$ cat config.mk
export PLATFORM = sky130hd
export DESIGN_NAME = branch_resolve
export DESIGN_NICKNAME = d
export VERILOG_FILES = /design/src/rtl/branch_resolve.sv
export SDC_FILE = /design/constraint.sdc
export NUM_CORES = 1
export LEC_CHECK = 0
export ABC_AREA = 1
export CAP_MARGIN = 40
export CORE_MARGIN = 4
export CORE_UTILIZATION = 31
export DETAILED_ROUTE_END_ITERATION = 10
export PLACE_DENSITY = 0.57
export SYNTH_ARGS = -nofsm -noshare
export SYNTH_HDL_FRONTEND = slang
export SYNTH_SLANG_ARGS = --single-unit
$ cat constraint.sdc
create_clock -name clock -period 6.9 [get_ports clock]
set_input_delay 1.38 -clock clock [delete_from_list [all_inputs] [get_ports clock]]
set_output_delay 1.38 -clock clock [all_outputs]
set_load 0.005 [all_outputs]
$ cat src/rtl/branch_resolve.sv
// Branch resolution queue: in-order record of predictions, checked at execute.
// Optional stats counters enabled by defining BRANCH_RESOLVE_STATS_EN.
module branch_resolve (
    input  logic        clock,
    input  logic        reset,
    input  logic        dec_push,
    input  logic [31:0] dec_pc,
    input  logic        dec_pred_taken,
    input  logic [31:0] dec_pred_target,
    input  logic        ex_resolve,
    input  logic        ex_taken,
    input  logic [31:0] ex_target,
    output logic [31:0] past_pc,
    output logic        past_is_branch,
    output logic        past_wrong,
    output logic        past_predicted_taken,
    output logic        redirect_valid,
    output logic [31:0] redirect_pc,
    output logic        queue_full,
    output logic        queue_empty,
    output logic        err_underflow
`ifdef BRANCH_RESOLVE_STATS_EN
    ,
    output logic [15:0] stat_branches,
    output logic [15:0] stat_mispredicts
`endif
);

    logic [31:0] pc_q  [4];
    logic        pt_q  [4];
    logic [31:0] tgt_q [4];

    logic [1:0]  rd_ptr_q, rd_ptr_d;
    logic [1:0]  wr_ptr_q, wr_ptr_d;
    logic [2:0]  count_q, count_d;

    logic [31:0] past_pc_q;
    logic        past_is_branch_q;
    logic        past_wrong_q;
    logic        past_pt_q;
    logic        redirect_valid_q;
    logic [31:0] redirect_pc_q;
    logic        err_underflow_q;

    logic [31:0] head_pc;
    logic        head_pt;
    logic [31:0] head_tgt;
    logic        resolve_ok;
    logic        mispredict;
    logic        pop;
    logic        push_ok;
    logic [31:0] redirect_pc_d;

    assign head_pc  = pc_q[rd_ptr_q];
    assign head_pt  = pt_q[rd_ptr_q];
    assign head_tgt = tgt_q[rd_ptr_q];

    // Resolve/push qualification and pointer/count next state.
    always_comb begin
        resolve_ok = ex_resolve && (count_q != 3'd0);
        mispredict = resolve_ok &&
                     ((ex_taken != head_pt) ||
                      (ex_taken && (ex_target != head_tgt)));
        pop        = resolve_ok && !mispredict;
        push_ok    = dec_push && !mispredict &&
                     ((count_q != 3'd4) || pop);
        rd_ptr_d   = rd_ptr_q;
        wr_ptr_d   = wr_ptr_q;
        count_d    = count_q;
        if (mispredict) begin
            rd_ptr_d = 2'd0;
            wr_ptr_d = 2'd0;
            count_d  = 3'd0;
        end else begin
            if (pop) begin
                rd_ptr_d = rd_ptr_q + 2'd1;
            end
            if (push_ok) begin
                wr_ptr_d = wr_ptr_q + 2'd1;
            end
            count_d = count_q + {2'b00, push_ok} - {2'b00, pop};
        end
        redirect_pc_d = ex_taken ? ex_target : (head_pc + 32'd1);
    end

    // Entry storage; stale contents are harmless since count gates use.
    always_ff @(posedge clock) begin
        if (push_ok) begin
            pc_q[wr_ptr_q]  <= dec_pc;
            pt_q[wr_ptr_q]  <= dec_pred_taken;
            tgt_q[wr_ptr_q] <= dec_pred_target;
        end
    end

    // Queue control and registered resolve outputs.
    always_ff @(posedge clock) begin
        if (reset) begin
            rd_ptr_q         <= 2'd0;
            wr_ptr_q         <= 2'd0;
            count_q          <= 3'd0;
            past_pc_q        <= 32'd0;
            past_is_branch_q <= 1'b0;
            past_wrong_q     <= 1'b0;
            past_pt_q        <= 1'b0;
            redirect_valid_q <= 1'b0;
            redirect_pc_q    <= 32'd0;
            err_underflow_q  <= 1'b0;
        end else begin
            rd_ptr_q         <= rd_ptr_d;
            wr_ptr_q         <= wr_ptr_d;
            count_q          <= count_d;
            past_is_branch_q <= resolve_ok;
            past_wrong_q     <= mispredict;
            redirect_valid_q <= mispredict;
            if (resolve_ok) begin
                past_pc_q <= head_pc;
                past_pt_q <= head_pt;
            end
            if (mispredict) begin
                redirect_pc_q <= redirect_pc_d;
            end
            if (ex_resolve && (count_q == 3'd0)) begin
                err_underflow_q <= 1'b1;
            end
        end
    end

`ifdef BRANCH_RESOLVE_STATS_EN
    logic [15:0] stat_br_q;
    logic [15:0] stat_mp_q;

    // Saturating resolve and mispredict counters.
    always_ff @(posedge clock) begin
        if (reset) begin
            stat_br_q <= 16'd0;
            stat_mp_q <= 16'd0;
        end else begin
            if (resolve_ok && (stat_br_q != 16'hFFFF)) begin
                stat_br_q <= stat_br_q + 16'd1;
            end
            if (mispredict && (stat_mp_q != 16'hFFFF)) begin
                stat_mp_q <= stat_mp_q + 16'd1;
            end
        end
    end

    assign stat_branches    = stat_br_q;
    assign stat_mispredicts = stat_mp_q;
`endif

    assign past_pc              = past_pc_q;
    assign past_is_branch       = past_is_branch_q;
    assign past_wrong           = past_wrong_q;
    assign past_predicted_taken = past_pt_q;
    assign redirect_valid       = redirect_valid_q;
    assign redirect_pc          = redirect_pc_q;
    assign queue_full           = (count_q == 3'd4);
    assign queue_empty          = (count_q == 3'd0);
    assign err_underflow        = err_underflow_q;

endmodule

==> results.cfg <==
[drt]
drtAntennaViolNets = 0
vias = 10766
routed_wl_um = 43000
first_pass_iters = 5
wire_per_inst_um = 19.1
drt_iter0_drc = 1049
vias_per_cell = 4.77
drc = 0

[floorplanning]
io_pins = 173
initial_utilization_pct = 31.3
design.core.area_mm2 = 0.0465
fp-row-count = 79
dieArea_mm2 = 0.0505
die_height_um = 225
dieWidth_um = 225

[sta]
period_minus_slack_ns = 4.52
fin_ws_ns = 2.38
rsz0062_at_grt = no
tns_ns = 0
clock_skew_ns = 0.0162
worst_slew_pin_slew_ns = 0.880
max_clock_freq_ghz = 0.221
relSlewSlack_pct = 41.3
min_period_over_period_pct = 65.5
hold_violations = 0
setup_viol = 0
holdWs_ns = 0.447
slew_viol_final = 0

[global_route]
grt_max_degree = 72
grt_pass1_wl_um = 63600
antenna_found_initial = 4
grtUsageMet2_pct = 26.4
grt_remaining_overflow = 0
grt_pass1_vias = 10149
grt_busiest_layer = met2
grt_usage_pct = 16.7
use_met1_pct = 22.4
use_met3_pct = 4.46

[cts]
clk_pin_slew_ns = 0.06
clockRootBuffer = clkbuf_16
clock-sinks = 337
hold_buffers = 0
h-tree-depth = 2
clock_path_buffers = 3
cts_buffers = 38
cts_setup_buffers = 0
cts_tree = built
cts_resized = 0
insertion_delay_ns = 0.55

[critical_path]
max_stage_delay_ns = 0.85
critPathCaptureType = flip-flop
critPathSlowestCell = dfxtp_4
cpMostUsedCell = nand2_1
crit_type = flip-flop to flip-flop
worst-path-max-fanout = 70
worstPathRequired_ns = 7.09
crit_arrival_ns = 4.71
crit_path_start_kind = flip-flop
crit_family = simple AND/OR/NAND/NOR gates
worst-path-buf-inv = 2
crit_path_cell_trace = inv_4, nand2_1, nand3_1, nand2_1, nand2_1, nand2_1, nand3_1, nor2_1, nand2_1, nor2_1, nand3_2, nand3_4, nand2_1, nor2_4, buf_4

[synth]
synth_seq_cells = 337
synth_edf_count = 260
syn-num-nets = 1565
synth_area_mm2 = 0.0146
ys_types = 42
synth-seq-area-share_pct = 64.2
synth_warnings = 0
syn_inst = 1456
async_flop_share_pct = 0
avgSynthCellArea_um2 = 10.0
synth-main-ff-cell = edfxtp_1

[worst_hold_path]
min_path_type = flip-flop to flip-flop

[final_layout]
layout.nets = 1729
area_growth_pct = 24.0
layout_common_cells = nand2_1 (507), edfxtp_1 (260), clkdlybuf4s50_1 (172)
fillCellCount = 4534
fin_util_pct = 38.8
final_common_cell = nand2_1
stdcell_area_mm2 = 0.0180
layout-drive-gt1-share_pct = 7.09

[power_and_ir_drop]
p_per_area_mw_per_mm2 = 334
ir_worst_vdd_uv = 174
p_leak_nw = 6.85

[placed_design]
place_area_mm2 = 0.0168
port_buffers = 172
dp_hpwl_um = 29500
place_ws_ns = 2.07
gp_congestion = 0.910

[run_status]
status = completed

[job]
cap_violations = 0
-- state kept, by name, indices dropped and copies added, names as in the netlist, 2 cells and up, named ones only --
name,count
wr_ptr_q,2
past_pc,32
rd_ptr_q,2
redirect_pc,32
pt_q,4
tgt_q,128
count_q,3
pc_q,128
-- metrics by stage --
step,power [mW],std cells
after CTS,6.07,2257
final,6.02,2259
after global placement,4.06,2183
after floorplan,3.42,1456
after detailed placement,4.10,2187
after global routing,6.32,2257
-- synthesized netlist by cell type, types with 2 or more instances --
library cell,count,share of area (%)
nand3_1,171,5.9
clkbuf_1,18,0.46
nand3b_1,3,0.15
a21oi_1,47,1.6
or2_2,6,0.26
nor3_2,6,0.41
inv_2,5,0.13
o21ai_0,56,1.9
nand2_2,3,0.13
buf_4,9,0.46
o211ai_1,8,0.41
buf_2,17,0.58
inv_1,75,1.9
xnor2_1,4,0.24
nand2_1,507,13
nand4_1,28,1.2
ha_1,6,0.52
o21ai_1,7,0.24
buf_8,2,0.21
nor2_2,7,0.30
dfxtp_1,77,11
nor3_1,4,0.14
buf_6,20,1.5
xor2_1,14,0.84
edfxtp_1,260,54
nor2_1,80,2.1
-- report_power, final --
group          internal, mW  switching (mW)
sequential             2.52           0.128
clock                  1.18           0.793
combinational         0.523           0.883
-- logic make-up after synthesis --
| group | synth area share [%] |
|---|---|
| adders and majority gates | 0.653 |
| AOI/OAI and AO/OA | 4.46 |
| and+or+nand+nor | 24.2 |
| xor gates and xnor gates | 1.08 |
| buffers and inverters | 5.41 |
| DFF | 64.2 |
-- layout make-up --
type,count,area (um^2),share of cell area [%]
clock buffers,57,1130,6.28
repair buffers,190,1930,10.7
diodes,2,5.00,0.0277
clock inverters,13,91.3,0.506
flip-flops and latches,337,9350,51.9
inverters,82,313,1.73
well taps,607,759,4.21
multi-input cells,971,4460,24.7
-- tightest hold or removal path, cell delays in order, from the launching register on --
cell and delay [ns]:
dfxtp_1 0.31, nand2_1 0.06, nand2_1 0.04
-- routing by layer --
layer  up-vias  wire length [um]
met4         4              1250
met5         -                29
li1       5274                 -
met2       361             19900
met1      5062             18900
met3        65              2980
-- final timing paths --
check | start | to | slack, ns | cells after the start
min | redirect_pc[1]$_SDFFE_PP0P_ | redirect_pc[1]$_SDFFE_PP0P_ | 0.45 | 2
min reg2reg | redirect_pc[1]$_SDFFE_PP0P_ | redirect_pc[1]$_SDFFE_PP0P_ | 0.45 | 2
max reg2reg | flip-flop | pc_q[3][12]$_DFFE_PP_ | 2.38 | 15
max | flip-flop | pc_q[3][12]$_DFFE_PP_ | 2.38 | 15
(Power assumes the default switching activity.)
